===== src/rtl/tictactoe_game_ctrl.sv =====
// tictactoe_game_ctrl: board owner and turn sequencer for the VGA tic-tac-toe game.
// Accepts committed moves, alternates P1/P2, detects wins and draws, and drives
// registered occupancy masks plus game status to the sprite and pointer printers.
// Optional feature: define TURN_TIMEOUT_EN to enable the per-turn timer that forces
// an automatic move into the lowest-index free cell when a player stalls.
//
// Handshake: move_valid is a single-cycle request with no back-pressure. Every
// move_valid that is not overridden by new_game is answered on the next edge by
// exactly one single-cycle pulse, move_ack (cell taken) or move_reject (refused).
// new_game wins over move_valid and produces neither pulse.
module tictactoe_game_ctrl #(
    parameter int unsigned TIMEOUT_CYCLES = 250_000_000,
    parameter int unsigned CNT_W          = 28
) (
    input  logic       clk,
    input  logic       rst,
    input  logic       new_game,
    input  logic       move_valid,
    input  logic [3:0] move_pos,
    output logic [8:0] board_p1,
    output logic [8:0] board_p2,
    output logic       turn,
    output logic       move_ack,
    output logic       move_reject,
    output logic       game_over,
    output logic [1:0] winner,
    output logic [7:0] win_lines,
    output logic       timeout,
    output logic [1:0] dbg_state
);

    typedef enum logic [1:0] {
        ST_TURN  = 2'd0,
        ST_CHECK = 2'd1,
        ST_OVER  = 2'd2
    } state_t;

    // The timer must be able to represent its last count.
    if ((64'd1 << CNT_W) <= 64'(TIMEOUT_CYCLES) || TIMEOUT_CYCLES == 0) begin : g_bad_cfg
        $error("tictactoe_game_ctrl: CNT_W too small for TIMEOUT_CYCLES");
    end

    state_t     state, state_nxt;
    logic [8:0] p1_nxt, p2_nxt;
    logic       turn_nxt, ack_nxt, rej_nxt, over_nxt, timeout_nxt;
    logic [1:0] winner_nxt;
    logic [7:0] lines_nxt;

    logic [8:0]  occupied;
    logic [15:0] occ16;
    logic        cell_ok;
    logic [8:0]  cell_mask;
    logic [8:0]  mover;
    logic [7:0]  hits;

`ifdef TURN_TIMEOUT_EN
    localparam logic [CNT_W-1:0] TIMER_LAST = CNT_W'(TIMEOUT_CYCLES - 1);
    logic [CNT_W-1:0] timer, timer_nxt;
    logic [8:0]       free_cells;
    logic [8:0]       auto_mask;
`endif

    assign dbg_state = state;

    // Move legality, the requested cell, and the triples held by the player who just moved.
    always_comb begin
        occupied  = board_p1 | board_p2;
        // Indices 9..15 read as occupied so a single lookup rejects them.
        occ16     = {7'h7f, occupied};
        cell_ok   = !occ16[move_pos];
        cell_mask = 9'b1 << move_pos;
        mover     = turn ? board_p2 : board_p1;
        hits[0]   = mover[0] & mover[1] & mover[2];
        hits[1]   = mover[3] & mover[4] & mover[5];
        hits[2]   = mover[6] & mover[7] & mover[8];
        hits[3]   = mover[0] & mover[3] & mover[6];
        hits[4]   = mover[1] & mover[4] & mover[7];
        hits[5]   = mover[2] & mover[5] & mover[8];
        hits[6]   = mover[0] & mover[4] & mover[8];
        hits[7]   = mover[2] & mover[4] & mover[6];
    end

`ifdef TURN_TIMEOUT_EN
    // Lowest-index free cell isolated as a one-hot mask (x & -x).
    always_comb begin
        free_cells = ~occupied;
        auto_mask  = free_cells & (~free_cells + 9'd1);
    end
`endif

    // Next-state and next-output logic for the TURN/CHECK/OVER sequencer.
    always_comb begin
        state_nxt   = state;
        p1_nxt      = board_p1;
        p2_nxt      = board_p2;
        turn_nxt    = turn;
        ack_nxt     = 1'b0;
        rej_nxt     = 1'b0;
        over_nxt    = game_over;
        winner_nxt  = winner;
        lines_nxt   = win_lines;
        timeout_nxt = 1'b0;

        if (new_game) begin
            state_nxt  = ST_TURN;
            p1_nxt     = '0;
            p2_nxt     = '0;
            turn_nxt   = 1'b0;
            over_nxt   = 1'b0;
            winner_nxt = 2'b00;
            lines_nxt  = '0;
        end else begin
            case (state)
                ST_TURN: begin
                    if (move_valid) begin
                        if (cell_ok) begin
                            if (turn) p2_nxt = board_p2 | cell_mask;
                            else      p1_nxt = board_p1 | cell_mask;
                            ack_nxt   = 1'b1;
                            state_nxt = ST_CHECK;
                        end else begin
                            rej_nxt = 1'b1;
                        end
                    end
`ifdef TURN_TIMEOUT_EN
                    else if (timer == TIMER_LAST) begin
                        if (turn) p2_nxt = board_p2 | auto_mask;
                        else      p1_nxt = board_p1 | auto_mask;
                        ack_nxt     = 1'b1;
                        timeout_nxt = 1'b1;
                        state_nxt   = ST_CHECK;
                    end
`endif
                end
                ST_CHECK: begin
                    rej_nxt = move_valid;
                    if (|hits) begin
                        state_nxt  = ST_OVER;
                        over_nxt   = 1'b1;
                        winner_nxt = turn ? 2'b10 : 2'b01;
                        lines_nxt  = hits;
                    end else if (&occupied) begin
                        state_nxt  = ST_OVER;
                        over_nxt   = 1'b1;
                        winner_nxt = 2'b11;
                        lines_nxt  = '0;
                    end else begin
                        turn_nxt  = ~turn;
                        state_nxt = ST_TURN;
                    end
                end
                ST_OVER: begin
                    rej_nxt = move_valid;
                end
                default: begin
                    state_nxt = ST_TURN;
                end
            endcase
        end
    end

`ifdef TURN_TIMEOUT_EN
    // Turn timer: runs only while staying in TURN, so every entry to TURN starts from zero.
    always_comb begin
        timer_nxt = '0;
        if (!new_game && state == ST_TURN && state_nxt == ST_TURN) begin
            timer_nxt = timer + 1'b1;
        end
    end

    // Turn timer register.
    always_ff @(posedge clk or negedge rst) begin
        if (!rst) timer <= '0;
        else      timer <= timer_nxt;
    end
`endif

    // State and registered outputs.
    always_ff @(posedge clk or negedge rst) begin
        if (!rst) begin
            state       <= ST_TURN;
            board_p1    <= '0;
            board_p2    <= '0;
            turn        <= 1'b0;
            move_ack    <= 1'b0;
            move_reject <= 1'b0;
            game_over   <= 1'b0;
            winner      <= 2'b00;
            win_lines   <= '0;
            timeout     <= 1'b0;
        end else begin
            state       <= state_nxt;
            board_p1    <= p1_nxt;
            board_p2    <= p2_nxt;
            turn        <= turn_nxt;
            move_ack    <= ack_nxt;
            move_reject <= rej_nxt;
            game_over   <= over_nxt;
            winner      <= winner_nxt;
            win_lines   <= lines_nxt;
            timeout     <= timeout_nxt;
        end
    end

endmodule


===== config.mk =====
export PLATFORM = sky130hd
export DESIGN_NAME = tictactoe_game_ctrl
export DESIGN_NICKNAME = d
export VERILOG_FILES = /design/src/rtl/tictactoe_game_ctrl.sv
export SDC_FILE = /design/constraint.sdc
export NUM_CORES = 1
export LEC_CHECK = 0
export ABC_AREA = 1
export CAP_MARGIN = 5
export CORE_UTILIZATION = 30
export CTS_CLUSTER_DIAMETER = 60
export CTS_CLUSTER_SIZE = 40
export DETAILED_ROUTE_END_ITERATION = 10
export GPL_TIMING_DRIVEN = 0
export PLACE_DENSITY = 0.51
export SETUP_SLACK_MARGIN = 0.05
export SYNTH_ARGS = -nofsm -noshare
export SYNTH_HDL_FRONTEND = slang
export SYNTH_SLANG_ARGS = --single-unit

===== constraint.sdc =====
create_clock -name clk -period 2.18 [get_ports clk]
set_input_delay 0.436 -clock clk [delete_from_list [all_inputs] [get_ports clk]]
set_output_delay 0.436 -clock clk [all_outputs]
set_load 0.01 [all_outputs]

==> results of run 1 <==
## metrics by stage
step | setup slack, ns | cells | total power (uW) | util
2_1_floorplan | 0.463 | 289 | 1360 | -
3_3_place_gp | -0.402 | 426 | 1740 | 0.388
3_5_place_dp | -0.343 | 426 | 1740 | 0.387
4_1_cts | 0.0835 | 434 | 2500 | 0.410
5_1_grt | 0.0146 | 434 | 2670 | 0.414
6_report | 0.150 | 434 | 2500 | 0.414
## registers in the layout, indices dropped and copies added (netlist names)
register     cells
board_p2         9
move_ack         1
game_over        1
board_p1         9
winner           2
move_reject      1
turn             1
win_lines        8
dbg_state        2
## worst min path at each step
stage | to | cells after the start | startpoint | slack (ns)
after floorplan | board_p1[0] | 0 | rst | 0.14
after global placement | game_over | 2 | game_over | 0.46
after detailed placement | game_over | 2 | game_over | 0.47
after CTS | board_p2[2] | 1 | rst | 0.24
after global routing | board_p1[3] | 1 | rst | 0.27
final | board_p2[2] | 1 | rst | 0.21
## Yosys cell counts
cell type   n
o21ai_1     2
nor2_4      2
buf_6       2
buf_2       1
o21ai_2    10
o21ai_0     7
clkbuf_1    7
inv_2       1
nand4_1    21
nor3_1      2
nand2_2     5
clkinv_1    1
nand3_1    21
and2_1      1
dfrtp_1    34
a21oi_1    22
nand3_4     2
buf_4       2
nor2_1     22
nand3_2     2
inv_1      29
ha_1        4
conb_1      1
nand2_1    88
## where the power goes
part	switching (uW)	internal (uW)
Combinational	528	373
Sequential	134	725
Clock	253	488
Total	915	1590
## critical path: stages
cell	delay [ns]
clkdlybuf4s50_1	0.52
nor2_2	0.30
nand2_1	0.09
nand2_1	0.07
o21ai_0	0.13
nand4_1	0.17
buf_6	0.18
nand3_4	0.16
nand2_1	0.10
nand2_1	0.05
## kinds of logic (layout without fill, tap and decap cells)
group,count (synthesis),count (layout),share of synthesized area
compound gates,41,41,0.115
flops,34,34,0.404
simple gates,166,166,0.368
fa+ha+maj,4,4,0.0238
buf+inv,43,92,0.0879
other cells,1,1,0.00178
## routing by layer
metal / global-route usage / wire, um / up-vias
met1: 0.241 / 2980 / 927
met5: 0 / 0 / -
met2: 0.263 / 2580 / 58
met3: 0.0385 / 309 / 11
met4: 0.0667 / 117 / 0
li1: - / - / 1044
## final cells by class
type / count / area [um^2] / share of cell area
Clock buffer: 6 / 82.6 / 0.0293
Multi-Input combinational cell: 212 / 1100 / 0.392
Sequential cell: 34 / 851 / 0.302
Buffer: 12 / 76.3 / 0.0271
Clock inverter: 2 / 60.1 / 0.0213
Inverter: 31 / 116 / 0.0413
Timing Repair Buffer: 41 / 405 / 0.144
Tap cell: 96 / 120 / 0.0427
## repair_timing
| action | CTS | global route |
|---|---|---|
| gates resized for setup | 4 | 9 |
| gates cloned | 0 | 0 |
| setup endpoints to repair | 18 | 19 |
==> key figures, run 1 <==
Status
  • Outcome: finished, final reports clean

Critical path
  • Worst reg2reg path endpoint: win_lines[2]
  • Crit. Startpoint: move_pos[1]
  • Worst R2R Setup Slack: 0.27 ns
  • CP Data Required Time: 2.37 ns
  • Worst r2r src: turn
  • Crit start category: input port
  • Worst-case reg-to-reg path depth: 8
  • Critical path capture point type: flop
  • Crit-path max FO: 10
  • WS Path Type: input port to flop
  • CP Capture Point: board_p1[6]
  • Critical Path AT: 2.22 ns

Worst hold path
  • Worst Hold Class: input port to asynchronous set/reset pin

Floorplanning
  • Die width: 85.8 um
  • Die area: 7360 um^2
  • Initial core utilization: 0.310
  • Core outline area: 6790 um^2
  • IO Pins: 43
  • Die height: 85.8 um
  • Rows: 30

Clock network
  • Clk sinks: 34
  • H-tree depth: 2
  • Hold_buf cts: 0
  • Root Driver: clkbuf_8
  • Clk slew on worst S/H paths: 0.08 ns
  • Worst-Skew Late Latency: 0.30 ns
  • Setup Fix Bufs, Post-CTS: 0
  • Max Root-Sink Buffers: 2
  • CTS Buf Count: 5
  • CTS tree: built

Route
  • DR vias/cell: 4.70
  • Final ANT Viol Nets: 0
  • DRT iter0 DRCs: 122
  • Routed len/inst: 13.8 um
  • Iteration count of the initial detailed-routing pass: 5
  • Aggregate routed wire length: 5990 um
  • Vias post-DR: 2,040
  • Remaining DRCs: 0

Power and ir drop
  • Leak pwr: 0.00130 uW
  • PwrDens: 888 nW/um^2
  • Peak VDD IR: 365 uV

Layout
  • Area grow syn2layout: 33.6%
  • Layout cell share with drive strength beyond 1: 0.124
  • Layout Nets: 349
  • Final Instance Area: 2820 um^2
  • Most frequent cells in the layout: nand2_1 (88), clkdlybuf4s50_1 (40), dfrtp_1 (34)
  • Commonest non-fill, non-tap cell in the layout: nand2_1
  • Count of antenna diodes in the layout: 0
  • Fill count: 719

Synthesis
  • Mapped Area: 2110 um^2
  • Netlist cell types: 24
  • Post-synth top area cell: dfrtp_1
  • Syn Nets: 301
  • Post-synthesis sequential area ratio: 0.404
  • Top post-synthesis cells by area: dfrtp_1 (40%), nand2_1 (16%), nand4_1 (6.2%), a21oi_1 (5.2%), inv_1 (5.2%)
  • Share of the synthesized area in the top cell type: 0.404
  • Syn. warnings: 0
  • Post-Synthesis Cells: 289
  • Synth Area per Inst: 7.29 um^2
  • Synth Register Bits: 34

STA
  • Post-layout minimum cycle time: 2.03 ns
  • Hold slack final: 0.209 ns
  • Worst-Margin Slew: 0.772 ns
  • Max-slew violation count: 0
  • Setup Skew: 0.00611 ns
  • Final setup vio count: 0
  • Final Hold Fails: 0
  • Setup TNS: 0 ns
  • Relative slew margins: 0.485
  • Max Clk Rate: 493 MHz
  • Final period util: 0.931
  • RSZ-0062 raised after global routing: yes

Job
  • Max_cap viols: 0

Placement
  • Area post-placement: 2630 um^2
  • Input/output buffers: 41
  • Dpl hpwl: 4230 um
  • Global placement routability congestion: 0.957

Global route
  • Pin count of the biggest net entering global routing: 35
  • GR Util All Layers: 0.173
  • Congestion Overflow GR: 0
  • First-pass GRT wire length: 9720 um
  • Vias in the first global route: 1,937
  • Initial antenna violation count: 0
(Power assumes the default switching activity.)
==> run 2, diff against run 1 <==
--- a/config.mk
+++ b/config.mk
@@ -13,7 +13,6 @@
 export DETAILED_ROUTE_END_ITERATION = 10
 export GPL_TIMING_DRIVEN = 0
 export PLACE_DENSITY = 0.51
-export SETUP_SLACK_MARGIN = 0.05
 export SYNTH_ARGS = -nofsm -noshare
 export SYNTH_HDL_FRONTEND = slang
 export SYNTH_SLANG_ARGS = --single-unit
==> run 2 against run 1 <==
Net effect:
- fmax shrank 0.24%
- global-route usage is the same
- die area is the same
- cell count is the same
- wire length shrank 0.23%
- cell area is essentially flat
- largest power group unchanged
==> key figures, run 2 (same netlist as run 1, synthesis figures left out) <==
Placement
  • Post-place setup slack: -0.343 ns
  • Global placement routability congestion: 0.957
  • Input/output buffers: 41
  • Dpl hpwl: 4230 um
  • Area post-placement: 2630 um^2
  • Placed insts: 426

Layout
  • Largest registers: board_p1 (9), board_p2 (9), win_lines (8)
  • Count of antenna diodes in the layout: 0
  • Layout cell share with drive strength beyond 1: 0.121
  • Area grow syn2layout: 33.6%
  • Fill count: 717
  • Most frequent cells in the layout: nand2_1 (88), clkdlybuf4s50_1 (40), dfrtp_1 (34)
  • Layout Cells excl Fill: 434
  • Final Instance Area: 2810 um^2
  • Commonest non-fill, non-tap cell in the layout: nand2_1
  • Layout Nets: 349

Critical path
  • Largest stage delay on the critical path: 0.48 ns
  • Crit-path max FO: 10
  • Critical Path Most Common Cell: nand2_1
  • Critical path capture point type: flop
  • CP max stage cell: clkdlybuf4s50_1
  • WS Path Type: input port to flop
  • Critical Path AT: 2.22 ns
  • CP Cell Sequence: clkdlybuf4s50_1, clkinv_1, nand2_1, clkbuf_1, nand2_1, and2_1
  • CP Data Required Time: 2.37 ns
  • Crit start category: input port

STA
  • Final Hold Fails: 0
  • Max Clk Rate: 491 MHz
  • Post-layout minimum cycle time: 2.03 ns
  • Setup TNS: 0 ns
  • Max-slew violation count: 0
  • Final period util: 0.933
  • Hold slack final: 0.209 ns
  • Setup slack after layout: 0.145 ns
  • Setup Skew: 0.00618 ns
  • Worst-Margin Slew: 0.774 ns
  • Relative slew margins: 0.484
  • Final setup vio count: 0

Power and ir drop
  • Leak pwr: 0.00129 uW
  • Peak VDD IR: 366 uV
  • PwrDens: 887 nW/um^2
  • Sw Ratio: 0.365
  • Register share of total power: 0.344
  • Combinational share of power: 0.360
  • Clk pwr share: 0.296
  • NetSw: 911 uW
  • Internal power: 1590 uW

Route
  • Remaining DRCs: 0
  • Iteration count of the initial detailed-routing pass: 4
  • DR vias/cell: 4.71
  • Routed len/inst: 13.8 um
  • DRT iter0 DRCs: 115
  • Final ANT Viol Nets: 0
  • Vias post-DR: 2,044
  • Aggregate routed wire length: 5970 um

Floorplanning
  • Die height: 85.8 um
  • IO Pins: 43
  • Die area: 7360 um^2
  • Die width: 85.8 um
  • Core outline area: 6790 um^2
  • Initial core utilization: 0.310
  • Rows: 30

Clock network
  • Max Root-Sink Buffers: 2
  • Clk slew on worst S/H paths: 0.08 ns
  • CTS tree: built
  • Hold_buf cts: 0
  • Worst-Skew Late Latency: 0.30 ns
  • Root Driver: clkbuf_8
  • CTS Buf Count: 5
  • H-tree depth: 2
  • Clk sinks: 34

Global route
  • Initial antenna violation count: 0
  • First-pass GRT wire length: 9720 um
  • Vias in the first global route: 1,936
  • Congestion Overflow GR: 0
  • Pin count of the biggest net entering global routing: 35
  • GR Util All Layers: 0.173

Status
  • Outcome: finished, final reports clean

Job
  • Max_cap viols: 0

Worst hold path
  • Worst Hold Class: input port to asynchronous set/reset pin
-- run 2: routing by layer --
metal,global-route usage,part of all wire,wire length (um),up-vias
li1,-,-,-,1044
met3,0.0385,0.045,268,11
met5,0,0,0,-
met4,0.0667,0.020,118,0
met2,0.263,0.44,2660,55
met1,0.241,0.49,2930,934
-- run 2: critical path, delay by kind of cell --
kind	cells	cell delay (ns)
AND/OR/NAND/NOR	3	0.53
buffers and inverters	3	1.26
-- run 2: cell type report --
cell class / count / area (um^2) / area share
multi-input cells: 212 / 1100 / 0.392
inverters: 31 / 116 / 0.0414
clock inverters: 2 / 60.1 / 0.0213
well taps: 96 / 120 / 0.0427
repair buffers: 41 / 405 / 0.144
plain buffers: 12 / 75.1 / 0.0267
clock buffers: 6 / 82.6 / 0.0293
flip-flops and latches: 34 / 851 / 0.302
-- run 2: what timing repair did --
item                       in CTS  in global routing
setup endpoints to repair      18                 19
gates resized for setup         1                 10
setup buffers                   0                  0
pin swaps                       0                  0
-- run 2: power by group through the flow --
stage | clock network (uW) | logic, uW | registers, uW
floorplan | 0 | 483 | 880
global placement | 0 | 871 | 871
detailed placement | 0 | 875 | 868
CTS | 757 | 881 | 858
global route | 791 | 1010 | 874
finish | 739 | 898 | 859
-- run 2: through the flow --
stage / utilization / power (uW)
final: 0.414 / 2500
after global routing: 0.414 / 2670
after CTS: 0.409 / 2500
after detailed placement: 0.387 / 1740
after global placement: 0.388 / 1740
after floorplan: - / 1360
-- run 2: path summary, 6_finish.rpt --
| kind | start | to | slack [ns] | depth (start not counted) |
|---|---|---|---|---|
| min | rst | board_p2[2] | 0.21 | 1 |
| min in group clk | game_over | game_over | 0.49 | 2 |
| max | new_game | turn | 0.15 | 6 |
| min reg2reg | game_over | game_over | 0.49 | 2 |
| max reg2reg | turn | winner[0] | 0.25 | 8 |
| max in group asynchronous | rst | turn | 1.48 | 1 |
==> patch 1: new RTL, settings of run 2 <==
Add a define of `TURN_TIMEOUT_EN`.
--- a/src/rtl/tictactoe_game_ctrl.sv
+++ b/src/rtl/tictactoe_game_ctrl.sv
@@ -9,4 +9,6 @@
 // exactly one single-cycle pulse, move_ack (cell taken) or move_reject (refused).
 // new_game wins over move_valid and produces neither pulse.
+`define TURN_TIMEOUT_EN
+
 module tictactoe_game_ctrl #(
     parameter int unsigned TIMEOUT_CYCLES = 250_000_000,
Formal check against the unedited RTL: no difference found for any inputs over 4 cycles, from zero or initial values and one cycle with rst low; that may be too few to reach the edited logic, so the function may still have changed.
==> patch 1 against run 2 <==
Clock skew is 0.0040 ns higher. Wire length grew 62%. Largest power group is now clock. Final area increased by 73%. Register-to-register slack got worse by 0.12 ns. Global-route usage down 1.3 points. Total power increased by 23%. Area after synthesis is 77% higher. Sequential power is 41% higher. Setup slack worse by 0.015 ns. Sequential cell count increased by 29.
==> patch 1: results (changes against run 2) <==
Critical path
  • CP endpoint: timer[15]
  • Crit path DAT: 2.31 ns (+0.09 ns)
  • R2R cell count: 14 (+6)
  • CP delay by family, top: simple AND/OR/NAND/NOR gates
  • CP max-delay cell: dfrtp_1
  • Reg2reg setup slack: 0.13 ns (-0.12 ns)
  • Crit-path max FO: 12 (+2)
  • CP peak stage delay: 0.39 ns (-0.09 ns)

STA
  • Worst Skew: 0.01021 ns (+0.004030 ns)
  • Final period util: 0.9402 (+0.006772)

Place
  • DP HPWL: 7.072 mm (+67%)
  • Gpl congestion: 0.8627 (-9.9%)

Global route
  • Grt met2 use: 0.2573 (-0.005228)
  • First-pass GRT wire length: 15.99 mm (+65%)
  • Largest net degree at the start of global routing: 64 (+83%)
  • Met3 GRT Util: 0.03985 (+0.001353)
  • Met1 usage: 0.2051 (-0.03585)

Cells and area
  • Layout cells sized above 1: 0.1628 (+0.04153)
  • Final cell count without fillers: 690 (+59%)
  • Layout Nets: 530 (+52%)
  • Fillers: 1190 (+66%)

Power and ir drop
  • VDD IR max: 0.3827 mV (+4.6%)
  • Sw Pwr: 756.0 µW (-17%)
  • Leak: 0.002026 µW (+56%)

Synth
  • Mapped Cells: 459 (+59%)
  • Syn nets: 472 (+57%)
  • Unique cell type count in the Yosys netlist: 35 (+46%)
  • Synth area leaders: dfrtp_1, nand2_1, nor2_4
  • Top post-synthesis cells by count: nand2_1, dfrtp_1, nor2_1

Drt
  • Vias: 3243 (+59%)
  • Met2 wire len: 4.578 mm (+72%)
  • Met3 wire length: 429 µm (+60%)
  • Avg WL per Cell: 14.01 µm (+1.8%)

Clocking
  • Clock latency on the worst-skew pair: 0.33 ns (+0.03 ns)
  • Clock Root Buffer: clkbuf_16
  • Clock Pin Slew Worst Setup and Hold Paths: 0.06 ns (-0.02 ns)

Status
  • Run status: complete, no violations
patch 1: power by group through the flow:
| stage | combinational (µW) | sequential (µW) | clock [µW] |
|---|---|---|---|
| after floorplan | 187 | 1240 | 0 |
| after global placement | 318 | 1230 | 0 |
| after detailed placement | 319 | 1230 | 0 |
| after CTS | 320 | 1210 | 1530 |
| after global routing | 395 | 1220 | 1590 |
| final | 357 | 1210 | 1490 |
patch 1: stage by stage:
step                      area, µm²  hold WS (ns)
after floorplan                3731        0.1404
after global placement         4352        0.4472
after detailed placement       4349        0.4551
after CTS                      4663        0.2288
after global routing           4858        0.2641
final                          4858        0.1880
patch 1: worst min path at each step:
stage / to / slack, ns / cells past startpoint
after floorplan: board_p1[0] / 0.14 / 0
after global placement: timer[0] / 0.45 / 1
after detailed placement: timer[0] / 0.46 / 1
after CTS: board_p2[1] / 0.23 / 1
after global routing: board_p1[1] / 0.26 / 1
final: board_p2[4] / 0.19 / 1
patch 1: final cells by class:
cell class | count | area [µm²] | area share
Inverter | 49 | 183.9 | 0.03786
Timing Repair Buffer | 47 | 493.0 | 0.1015
Multi-Input combinational cell | 338 | 1994 | 0.4105
Clock buffer | 14 | 274.0 | 0.05640
Buffer | 9 | 88.84 | 0.01828
Tap cell | 168 | 210.2 | 0.04327
Sequential cell | 63 | 1577 | 0.3245
Clock inverter | 2 | 37.54 | 0.007726
patch 1: cells by family after synthesis:
| logic type | share of synthesized area |
|---|---|
| compound gates | 0.08183 |
| xor+xnor | 0.05869 |
| fa+ha+maj | 0.01677 |
| buf+inv | 0.07176 |
| flops | 0.4225 |
| simple gates | 0.3484 |
patch 1: what timing repair did:
action	CTS	global route
pin swaps	0	5
buffers inserted	0	4
cloned	0	2
gates resized for setup	1	24
setup endpoints to repair	38	54
==> patch 2: new RTL, config.mk and constraints of run 2 <==
Without the edit above. Register the output `dbg_state` once more; this adds one clock of latency there. The other outputs are not delayed to match.
--- a/src/rtl/tictactoe_game_ctrl.sv
+++ b/src/rtl/tictactoe_game_ctrl.sv
@@ -61,5 +61,7 @@
 `endif
 
-    assign dbg_state = state;
+    always_ff @(posedge clk) begin
+        dbg_state <= state;
+    end
 
     // Move legality, the requested cell, and the triples held by the player who just moved.
Behaviour: not the same (a bounded check fails within 4 cycles, from zero or initial values and one cycle with rst low).
==> patch 2 against run 2 <==
Final area down 7.0%. Global-route usage decreased by 2.1 points. Non-clock buffer count fell by 4. Clock skew rose by 0.0079 ns. Register-to-register slack better by 0.13 ns. Wire length fell by 15%. Setup slack better by 0.074 ns. Sequential cell count rose by 2. Area after synthesis fell by 5.0%. Critical path type unchanged. Critical endpoint is now board_p2[1]. Largest cell class unchanged. Highest routed layer unchanged.
Power is not compared: it rests on default switching activity, and its combinational part moved more than twofold at a synthesized area within 25%.
==> patch 2: results (changes against run 2) <==
Synth
  • Sequential fraction of the synthesis area: 0.4450 (+0.04120)
  • Unique cell type count in the Yosys netlist: 27 (+13%)
  • Syn nets: 265 (-12%)
  • Yosys warning count: 0 (unchanged)
  • Top post-synthesis cells by count: nand2_1, dfrtp_1, inv_1
  • Share of async-settable or async-resettable flops after synthesis: 0.9444 (-0.05556)
  • Synth area leaders: dfrtp_1, nand2_1, nand3_1

Global route
  • Vias in the first global route: 1690 (-13%)
  • Met1 usage: 0.2081 (-0.03286)
  • Tot GR Track Use: 0.1526 (-0.02063)
  • First-pass GRT wire length: 8.418 mm (-13%)
  • Grt met2 use: 0.2417 (-0.02086)
  • Met3 GRT Util: 0.03363 (-0.004868)
  • Largest net degree at the start of global routing: 35 (unchanged)
  • Antenna violations before repair: 0 (unchanged)

Clocking
  • Clock latency on the worst-skew pair: 0.30 ns (about the same)
  • Max H-tree Level: 2 (unchanged)
  • Max Buffers Root-to-Sink: 2 (unchanged)
  • CTS buffer count: 5 (unchanged)
  • Clock Root Buffer: clkbuf_8
  • Clock Pin Slew Worst Setup and Hold Paths: 0.08 ns (about the same)

Drt
  • Drt first pass iters: 4 (unchanged)
  • Via density: 4.665 (-0.95%)
  • Post-Route WL: 5.078 mm (-15%)
  • DR iter-0 viols: 86 (-25%)

Critical path
  • Reg-to-reg startpoint: turn
  • Crit path DAT: 2.17 ns (-0.05 ns)
  • R2R cell count: 11 (+3)
  • Crit-path max FO: 10 (unchanged)
  • Critical path origin: move_pos[1]

Place
  • DP HPWL: 3.760 mm (-11%)
  • Gpl congestion: 0.8932 (-6.7%)
  • Placed cell areas: 2504 µm² (-4.9%)
  • DP Worst Slack: -0.1318 ns (+0.2107 ns)
  • Port bufs: 41 (unchanged)

STA
  • Transition time of the tightest slew-check pin: 0.7957 ns (+0.02213 ns)
  • Worst Skew: 0.01404 ns (+0.007858 ns)

Status
  • Run status: complete, no violations

Cells and area
  • Biggest regs: board_p1 x9, board_p2 x9, win_lines x8
  • Most common cell after layout, fill and taps aside: nand2_1
  • Layout cells sized above 1: 0.1291 (+0.007837)
  • N_diodes: 0 (unchanged)
  • Layout Nets: 313 (-10%)

Hold path
  • Hold Path Class: input pin to asynchronous set/reset pin

Power and ir drop
  • VDD IR max: 0.2635 mV
  • Leak: 0.001144 µW
-- patch 2: cell count changes in the layout (fill, tap and decap cells not counted), moves of 3 or more --
| cell | before | now |
|---|---|---|
| nand2_1 | 88 | 53 |
| nand4_1 | 21 | 3 |
| nor2_1 | 19 | 29 |
| nand3_1 | 21 | 30 |
| inv_1 | 29 | 32 |
| o21ai_2 | 10 | 13 |
-- patch 2: cell type report --
type | count | area (µm²)
fillers | 683 | 3769
multi-input cells | 174 | 907.1
flip-flops and latches | 36 | 890.9
repair buffers | 41 | 405.4
inverters | 35 | 135.1
well taps | 77 | 96.34
plain buffers | 8 | 75.07
clock buffers | 6 | 72.57
clock inverters | 2 | 35.03
-- patch 2: power by group --
group	leakage (µW)	internal, µW	switching, µW
Combinational	0.000601	121	199
Clock	0.0000552	340	249
Sequential	0.000488	691	17.5
-- patch 2: metrics by stage --
stage / cells / total power, µW
after floorplan: 253 / 922.9
after global placement: 371 / 1047
after detailed placement: 371 / 1045
after CTS: 379 / 1640
after global routing: 379 / 1692
final: 379 / 1616
-- patch 2: kinds of logic (layout without fill, tap and decap cells) --
group,Yosys count,in the layout,share of synthesized area
other,1,1,0.001873
DFF,36,36,0.4450
AOI/OAI and AO/OA,40,40,0.1256
adders and majority gates,4,4,0.02500
and+or+nand+nor,129,129,0.2994
buffers and inverters,43,92,0.1031
-- patch 2: worst max-delay path, cell delays in order --
cell	delay, ns
clkdlybuf4s50_1	0.48
nor2_2	0.19
inv_1	0.09
nor2_1	0.19
nand2_1	0.13
nand3_1	0.14
buf_2	0.25
nand3_1	0.10
a21oi_1	0.16
-- patch 2: metal layers --
metal / up-vias / wire (µm)
met5: - / 0
met4: 0 / 72
met3: 9 / 246
met2: 45 / 2289
met1: 812 / 2469
li1: 902 / -
-- patch 2: timing repair --
action | CTS | global route
resized for setup | 0 | 2
setup buffers | 0 | 0
endpoints found under the setup margin | 0 | 15
-- patch 2: path summary, 6_finish.rpt --
kind	end	slack, ns
setup / recovery	board_p2[1]	0.22
hold / removal	board_p1[7]	0.22
setup reg to reg	win_lines[6]	0.38
hold reg to reg	dbg_state[0]	0.46
max in group asynchronous	winner[1]	1.45
min in group clk	dbg_state[0]	0.46
